File: src/rtl/dmem_dma_ctrl.sv
// ----------------------------------------------------------------------------
// dmem_dma_ctrl
//
// Owns the single-port data memory (one read or one write per cycle) and
// shares it between the CPU load/store port and an internal block copy/fill
// engine. The CPU normally wins arbitration. A starvation counter forces one
// engine cycle after MAXWAIT consecutive lost cycles, so the engine always
// makes progress. A copy needs a read cycle and then a write cycle per byte.
// A fill needs only the write cycle.
//
// Ports:
//   Clk, Reset          clock, synchronous active-high reset
//   CpuReq/CpuWe        CPU access request and write flag
//   CpuAddr/CpuWData    CPU address and write data
//   CpuGrant            comb, CPU access performed this cycle
//   CpuRData            comb, memory read data passthrough
//   DmaStart            start command, sampled only while the engine is idle
//   DmaFill             1 = fill with DmaPattern, 0 = copy DmaSrc -> DmaDst
//   DmaSrc/DmaDst       copy source and destination base addresses
//   DmaLen              byte count (0 = no-op, completes at once)
//   DmaPattern          fill byte
//   DmaBusy/DmaDone     registered engine status and one-cycle done pulse
//   MemWriteEn/MemAddr/MemWData/MemRData   memory port
// ----------------------------------------------------------------------------
module dmem_dma_ctrl #(
    parameter int W       = 8,
    parameter int A       = 8,
    parameter int MAXWAIT = 4
) (
    input  logic         Clk,
    input  logic         Reset,
    input  logic         CpuReq,
    input  logic         CpuWe,
    input  logic [A-1:0] CpuAddr,
    input  logic [W-1:0] CpuWData,
    output logic         CpuGrant,
    output logic [W-1:0] CpuRData,
    input  logic         DmaStart,
    input  logic         DmaFill,
    input  logic [A-1:0] DmaSrc,
    input  logic [A-1:0] DmaDst,
    input  logic [A-1:0] DmaLen,
    input  logic [W-1:0] DmaPattern,
    output logic         DmaBusy,
    output logic         DmaDone,
    output logic         MemWriteEn,
    output logic [A-1:0] MemAddr,
    output logic [W-1:0] MemWData,
    input  logic [W-1:0] MemRData
);

    typedef enum logic [1:0] {IDLE, RD, WR, DONE} state_t;

    state_t         state;
    logic [A-1:0]   src;
    logic [A-1:0]   dst;
    logic [A-1:0]   count;
    logic           fill;
    logic [W-1:0]   pattern;
    logic [W-1:0]   hold;
    logic [3:0]     waitcnt;

    logic           wants;
    logic           forced;
    logic           enggrant;

    // Arbitration and memory port steering. The engine is kept off the bus
    // while Reset is high, so a reset arriving mid-transfer cannot slip in
    // one more write. A forced engine cycle denies the CPU even if it is
    // requesting. When nobody is granted, the CPU address and data are
    // passed through with the write enable held low.
    always_comb begin
        wants      = ((state == RD) || (state == WR)) && !Reset;
        forced     = wants && (waitcnt == 4'(MAXWAIT));
        CpuGrant   = CpuReq && !forced;
        enggrant   = forced || (wants && !CpuReq);
        MemWriteEn = 1'b0;
        MemAddr    = CpuAddr;
        MemWData   = CpuWData;
        if (CpuGrant) begin
            MemWriteEn = CpuWe;
        end else if (enggrant) begin
            if (state == WR) begin
                MemAddr    = dst;
                MemWriteEn = 1'b1;
                MemWData   = fill ? pattern : hold;
            end else begin
                MemAddr    = src;
            end
        end
    end

    assign CpuRData = MemRData;

    // Engine sequencer and starvation counter. Losing arbitration leaves
    // every engine register untouched. The counter counts only the cycles
    // the engine wanted the bus and lost, and it saturates at MAXWAIT. The
    // last write checks count==1 because count is decremented on that same
    // edge. Bytes are processed in ascending address order and wrap mod 2**A.
    always_ff @(posedge Clk) begin
        if (Reset) begin
            state   <= IDLE;
            src     <= '0;
            dst     <= '0;
            count   <= '0;
            fill    <= 1'b0;
            pattern <= '0;
            hold    <= '0;
            waitcnt <= '0;
            DmaBusy <= 1'b0;
            DmaDone <= 1'b0;
        end else begin
            if (!wants || enggrant) begin
                waitcnt <= '0;
            end else if (waitcnt != 4'(MAXWAIT)) begin
                waitcnt <= waitcnt + 4'd1;
            end

            case (state)
                IDLE: begin
                    if (DmaStart) begin
                        if (DmaLen == '0) begin
                            state   <= DONE;
                            DmaDone <= 1'b1;
                        end else begin
                            src     <= DmaSrc;
                            dst     <= DmaDst;
                            count   <= DmaLen;
                            fill    <= DmaFill;
                            pattern <= DmaPattern;
                            state   <= DmaFill ? WR : RD;
                            DmaBusy <= 1'b1;
                        end
                    end
                end
                RD: begin
                    if (enggrant) begin
                        hold  <= MemRData;
                        state <= WR;
                    end
                end
                WR: begin
                    if (enggrant) begin
                        src   <= src + 1'b1;
                        dst   <= dst + 1'b1;
                        count <= count - 1'b1;
                        if (count == A'(1)) begin
                            state   <= DONE;
                            DmaBusy <= 1'b0;
                            DmaDone <= 1'b1;
                        end else if (!fill) begin
                            state <= RD;
                        end
                    end
                end
                DONE: begin
                    DmaDone <= 1'b0;
                    state   <= IDLE;
                end
                default: state <= IDLE;
            endcase
        end
    end

endmodule

File: config.mk
export PLATFORM = sky130hd
export DESIGN_NAME = dmem_dma_ctrl
export DESIGN_NICKNAME = d
export VERILOG_FILES = /design/src/rtl/dmem_dma_ctrl.sv
export SDC_FILE = /design/constraint.sdc
export NUM_CORES = 1
export LEC_CHECK = 0
export ABC_CLOCK_PERIOD_IN_PS = 2300
export CAP_MARGIN = 25
export CORE_ASPECT_RATIO = 1.2
export CORE_UTILIZATION = 50
export DETAILED_ROUTE_END_ITERATION = 8
export DONT_BUFFER_PORTS = 1
export RECOVER_POWER = 25
export SETUP_SLACK_MARGIN = 0.15
export SLEW_MARGIN = 40
export SYNTH_ARGS = -nofsm -noshare
export SYNTH_HDL_FRONTEND = slang
export SYNTH_SLANG_ARGS = --single-unit
File: constraint.sdc
create_clock -name Clk -period 2.3 [get_ports Clk]
set_input_delay 0.23 -clock Clk [delete_from_list [all_inputs] [get_ports Clk]]
set_output_delay 0.23 -clock Clk [all_outputs]
set_load 0.01 [all_outputs]
Word level (Yosys, flattened, before mapping)

Index checks and enable logic that the tools add are counted.

Flip-flop bits (word level): 49
Input port bits: 62
Output and inout bits: 28
Logic and storage cells: 90

Add/subtract/negate cells: 4
Equality and inequality tests: 13
Mux-type cells: 40
Bitwise gates (word level): 1
Reduce and logical (&&, ||, !) cells: 22

Operators by type and width:

| cell                                                                | number |
|---|---|
| 8-bit 2-to-1 mux                                                    | 16 |
| 8-bit one-hot mux with 2 select lines                               | 3 |
| 8-bit by 1-bit adder with 8-bit output (second input constant)      | 2 |
| 2-bit 2-to-1 mux                                                    | 7 |
| 1-bit 2-to-1 mux                                                    | 11 |
| 2-bit != test (second input constant)                               | 5 |
| 5-bit AND reduction                                                 | 2 |
| 8-bit by 1-bit == test with 1-bit output (second input constant)    | 1 |
| 8-bit logical NOT                                                   | 1 |
| 2-bit one-hot mux with 4 select lines                               | 1 |
| 4-bit AND reduction                                                 | 2 |
| 8-bit by 1-bit subtractor with 8-bit output (second input constant) | 1 |
| 4-bit by 1-bit adder with 4-bit output (second input constant)      | 1 |
| 2-bit == test (second input constant)                               | 2 |
| 4-bit by 3-bit == test with 1-bit output (second input constant)    | 1 |
| 1-bit logical AND                                                   | 4 |
| 1-bit logical NOT                                                   | 4 |
| 4-bit by 3-bit != test with 1-bit output (second input constant)    | 1 |
| 1-bit logical OR                                                    | 3 |
| 3-bit by 2-bit != test with 1-bit output (second input constant)    | 1 |
| 1-bit one-hot mux with 3 select lines                               | 1 |
| 3-bit AND reduction                                                 | 1 |
| 3-bit nonzero test                                                  | 1 |
| 2-bit by 1-bit == test with 1-bit output (second input constant)    | 1 |
| 7 further kinds                                                     | 7 |

Depth between registers and ports, before layout

Depth in word-level cells: 7
Gate-level depth with buffers: 10
Mapped depth without buffers: 6

Worst setup path after synthesis

OpenSTA, ideal clock, no wires.

Kind: register to output
Start point: register state[0]
End point: output port MemAddr[5]
Data arrival time: 1,867 ps
Data required time: 2,070 ps
Path slack: 203 ps
Cell stages (with the launch flop): 9
Buffers on the path: 2
Cell sequence: dfxtp_1 inv_1 ha_1 nand2b_4 buf_6 a21oi_1 clkbuf_1 nor2_1 a21oi_1

Longest elaborated chain between the ends: 7
Elaborated cells on any way between the ends: 12
Classes of those cells: eq/ne: 2; mux: 3; reduce/logical: 7

Ends and longest elaborated chain:

| what                                                                      | line   | RTL |
|---|---|---|
| from (decl)                                                               | 54     | `state_t state;` |
| from (signal assigned)                                                    | 131    | `state <= DmaFill ? WR : RD;` |
| 2-bit by 1-bit == test with 1-bit output or 2-bit == test (tied branches) | 73, 83 |  |
| 1-bit logical OR                                                          | 73     | `wants = ((state == RD) \|\| (state == WR)) && !Reset;` |
| 1-bit logical AND                                                         | 73     |  |
| 1-bit logical AND (on tied branches)                                      | 74, 76 |  |
| 1-bit logical OR or 1-bit logical NOT (tied branches)                     | 76, 75 |  |
| 8-bit 2-to-1 mux or 1-bit logical AND (tied branches)                     | 82, 75 |  |
| 8-bit 2-to-1 mux (*)                                                      | 80     | `if (CpuGrant) begin` |
| to (decl)                                                                 | 47     | `output logic [A-1:0] MemAddr,` |

Mark *: on every way between the ends. The rest lies on a longest branch, timed or not.

Worst setup path after layout

Start point: register state[1]
End point: output port MemWData[7]

Longest elaborated chain between the ends: 7
Elaborated cells on any way between the ends: 12
Classes of those cells: eq/ne: 2; mux: 3; reduce/logical: 7

Ends and longest elaborated chain:

| what                                                                      | line   | RTL |
|---|---|---|
| 2-bit by 1-bit == test with 1-bit output or 2-bit == test (tied branches) | 73, 83 |  |
| 1-bit logical OR                                                          | 73     |  |
| 1-bit logical AND                                                         | 73     |  |
| 1-bit logical AND (on tied branches)                                      | 74, 76 |  |
| 1-bit logical OR or 1-bit logical NOT (tied branches)                     | 76, 75 |  |
| 8-bit 2-to-1 mux or 1-bit logical AND (tied branches)                     | 82, 75 |  |
| 8-bit 2-to-1 mux (*)                                                      | 80     |  |
| to (decl)                                                                 | 48     | `output logic [W-1:0] MemWData,` |

Marked as above.

==> impl_summary.txt <==
----------------------------------------------------
[Floorplanning]
  Overall die area ... slightly below 7000 um^2
  Die width ... 75.9 um
  Core Region ... between 6000 and 7000 um^2
  Initial core utilization ... a little over half
  Number of cell rows ... 31
  Die Ht ... a little over 90 um
  I/O Pins ... 90

[Cells and area]
  P&R area growth vs syn ... 12.5%
  Share of final-layout standard cells stronger than drive strength 1 ... around 22%
  Filler cell count in the final layout ... between 500 and 600
  Net total in the final layout ... around 480
  N_diodes ... 0

[Clock network]
  Clock latency of the later-clocked register in the worst-skew pair ... 0.31 ns
  Total clock sinks ... 49
  Max H-tree Level ... 2
  Clk pin slew, worst setup/hold paths ... 0.10 ns
  Cell at the root of the clock tree ... sky130_fd_sc_hd__clkbuf_8
  Longest Clk Path Bufs ... 2
  Clock tree from TritonCTS ... yes
  TritonCTS Buffers ... 5

[Critical path]
  Critical path endpoint category ... output pin
  Worst endpoint data arrival time ... 1.88 ns
  Cell type of the slowest stage on the worst timing path ... sky130_fd_sc_hd__dfxtp_1
  Ordered list of cells on the worst path ... inv_1 > ha_4 > nand2b_4 > a211oi_4 > buf_6 > nor2_1 > a21oi_2
  Launching element type of the critical path ... flip-flop
  Category of cells accounting for the largest share of critical-path delay ... compound AO/OA/AOI/OAI gates
  Critical path start-end classification ... flip-flop to output pin
  Largest incremental delay on the critical path ... 0.37 ns
  Req. time, crit path ... roughly 2.1 ns
  Max Fanout on Critical Path ... 7
  Buf/Inv on CP ... 2

[Place]
  Post-detailed-placement half-perimeter wirelength ... a little under 6000 um
  Port Buf Inserts ... 0
  GP Congestion ... ~0.80

[Detailed routing]
  Pre-Repair DR Iteration Count ... 4
  Total number of vias ... ~3000
  Mean number of vias per cell ... between 6 and 7
  Iteration-0 DRC count of the detailed router ... approximately 190
  Aggregate routed wire length ... ~9000 um
  DRC violations left ... 0
  Routed len/inst ... 17.8 um
  Post-route antenna net violation count ... 0

[Timing]
  Shortest clock period the worst path allows after layout ... approximately 2.1 ns
  Post-Route Skew ... approximately 0.0053 ns
  RSZ-0062 raised after global routing ... yes
  Number of failing setup endpoints in the final timing report ... 0
  Worst max-slew margin expressed relative to the limit ... between 60% and 70%
  Slew at the pin closest to its max-slew limit ... between 0.5 and 0.6 ns
  Final worst path period share ... 91.5%
  Number of failing hold endpoints at the final stage ... 0
  Top achievable clock speed ... around 470 MHz
  Final TNS setup ... 0 ns
  Max-slew violation total from the final report ... 0

[Synthesis]
  Post-Synthesis Cells ... around 400
  Part of the Yosys area used for sequential elements ... between 20% and 30%
  Share of the synthesized area in the top cell type ... ~30%
  Post-Synthesis Net Count ... 474
  Proportion of synthesized flip-flops having asynchronous set or reset ... 0%
  Top flip-flop cell by instance count after synthesis ... sky130_fd_sc_hd__dfxtp_1
  Register bit count reported by yosys ... between 40 and 50
  Synth top area cells ... sky130_fd_sc_hd__dfxtp_1 (30%), sky130_fd_sc_hd__mux2i_1 (8.6%), sky130_fd_sc_hd__a21oi_1 (7.2%), sky130_fd_sc_hd__nand2_1 (4.5%), sky130_fd_sc_hd__ha_1 (4.2%)
  Average footprint of a synthesized cell ... roughly 8.2 um^2
  Most instantiated library cell after synthesis ... sky130_fd_sc_hd__dfxtp_1
  Number of enable-type register cells in the synthesized netlist ... 0
  Number of synthesis warnings ... 0
  Number of unique standard cell types used by synthesis ... 59
  Most area-hungry cell type in the Yosys netlist ... sky130_fd_sc_hd__dfxtp_1
  Top cells by count, synth ... sky130_fd_sc_hd__dfxtp_1 (49), sky130_fd_sc_hd__a21oi_1 (47), sky130_fd_sc_hd__nand2_1 (39)
  Summed instance area of the synthesized netlist ... between 3000 and 4000 um^2

[Global route]
  Number of global-route vias before repair ... 2757
  GRT Overall Usage ... approximately 24%
  Pin count of the biggest net entering global routing ... between 50 and 60
  First-pass GRT wire length ... 13200 um
  Global route overflow ... 0
  Antenna violations before repair ... 0

[Power and ir drop]
  Leakage power total ... approximately 0.0012 uW
  Clock network fraction of total power ... 12.9%
  Power share of the combinational group ... between 50% and 60%
  Overall power ... 4300 uW
  Seq pwr share ... 29.7%
  Sw Pwr ... just under 2000 uW
  Switching Share ... a little under half
  Worst-case vdd ir drop ... between 500 and 600 uV
  Cell area power density ... between 1000 and 1500 nW/um^2
  Cell internal pwr ... roughly 2300 uW

[Outcome]
  Outcome ... complete, no violations

[Job]
  Max Cap Violations ... 0

[Worst hold path]
  Hold crit path type ... input port to flip-flop

----------------------------------------------------
[metrics by stage]
step                cell area [um^2]  util [%]  hold WS, ns  worst slack (ns)  std cells
CTS                             3540      57.4      -0.0228             0.118        480
floorplan                       3270         -        0.366             0.203        401
global placement                3320      53.8        0.308             0.182        465
detailed placement              3320      53.8        0.311             0.108        465
global route                    3680      59.7      0.00939            0.0936        491
finish                          3680      59.7       0.0151             0.194        491
[flip-flops by register name, indices dropped and copies added, names as in the netlist]
name     flops
DmaBusy      1
state        2
DmaDone      1
dst          8
waitcnt      4
count        8
pattern      8
src          8
fill         1
hold         8
[final timing paths]
path	start	to	slack, ns	cells after the start
worst min register to register	pattern[3]	pattern[3]	0.46	2
worst max-delay path	state[1]	MemWData[7]	0.19	7
worst max register to register	state[1]	DmaDone	0.26	6
worst min-delay path	Reset	count[3]	0.02	1
[logic make-up after synthesis]
family,count (synthesis),synth area share (%)
compound gates,122,28.5
fa+ha+maj,11,4.20
flops,49,30.0
mux,29,8.91
simple gates,131,19.6
buf+inv,58,8.52
xor+xnor,1,0.268
[cell usage in the layout, fill, tap and decap left out, drive strengths merged, types with 10 or more instances in the layout]
cell type / instances
inv: 23
ha: 11
nor2: 36
mux2i: 28
dfxtp: 49
nand3: 10
nor2b: 10
a21oi: 48
nand2: 40
buf: 34
nor4: 10
[power groups by stage]
| stage | logic [uW] | clock network (uW) | registers (uW) |
|---|---|---|---|
| 6_report | 2460 | 556 | 1280 |
| 5_1_grt | 2690 | 600 | 1310 |
| 4_1_cts | 2290 | 562 | 1270 |
| 3_5_place_dp | 2170 | 0 | 1290 |
| 3_3_place_gp | 2150 | 0 | 1290 |
| 2_1_floorplan | 1780 | 0 | 1230 |
[what timing repair did]
action | CTS | global route
endpoints found under the hold margin | 29 | 28
pin swaps | 0 | 3
endpoints found under the setup margin | 27 | 33
resized for setup | 19 | 19
buffers inserted | 7 | 7
cloned | 0 | 2
[area by class of cell]
cell class              instances  area, um^2  area share [%]
repair buffers                 37         304            8.26
inverters                      21        78.8            2.14
clock buffers                   5        68.8            1.87
well taps                      82         103            2.79
flip-flops and latches         49         986            26.8
clock inverters                 3        25.0           0.680
multi-input cells             294        2120            57.5
[per-layer routing]
metal	global-route usage [%]	vias to the layer above	share of wire, %
met4	6.02	0	1.1
met2	41.6	86	51
met3	5.13	11	6.2
met1	30.7	1438	42
li1	-	1467	-
met5	0	-	0
No activity file was read; power rests on OpenSTA's default activity.
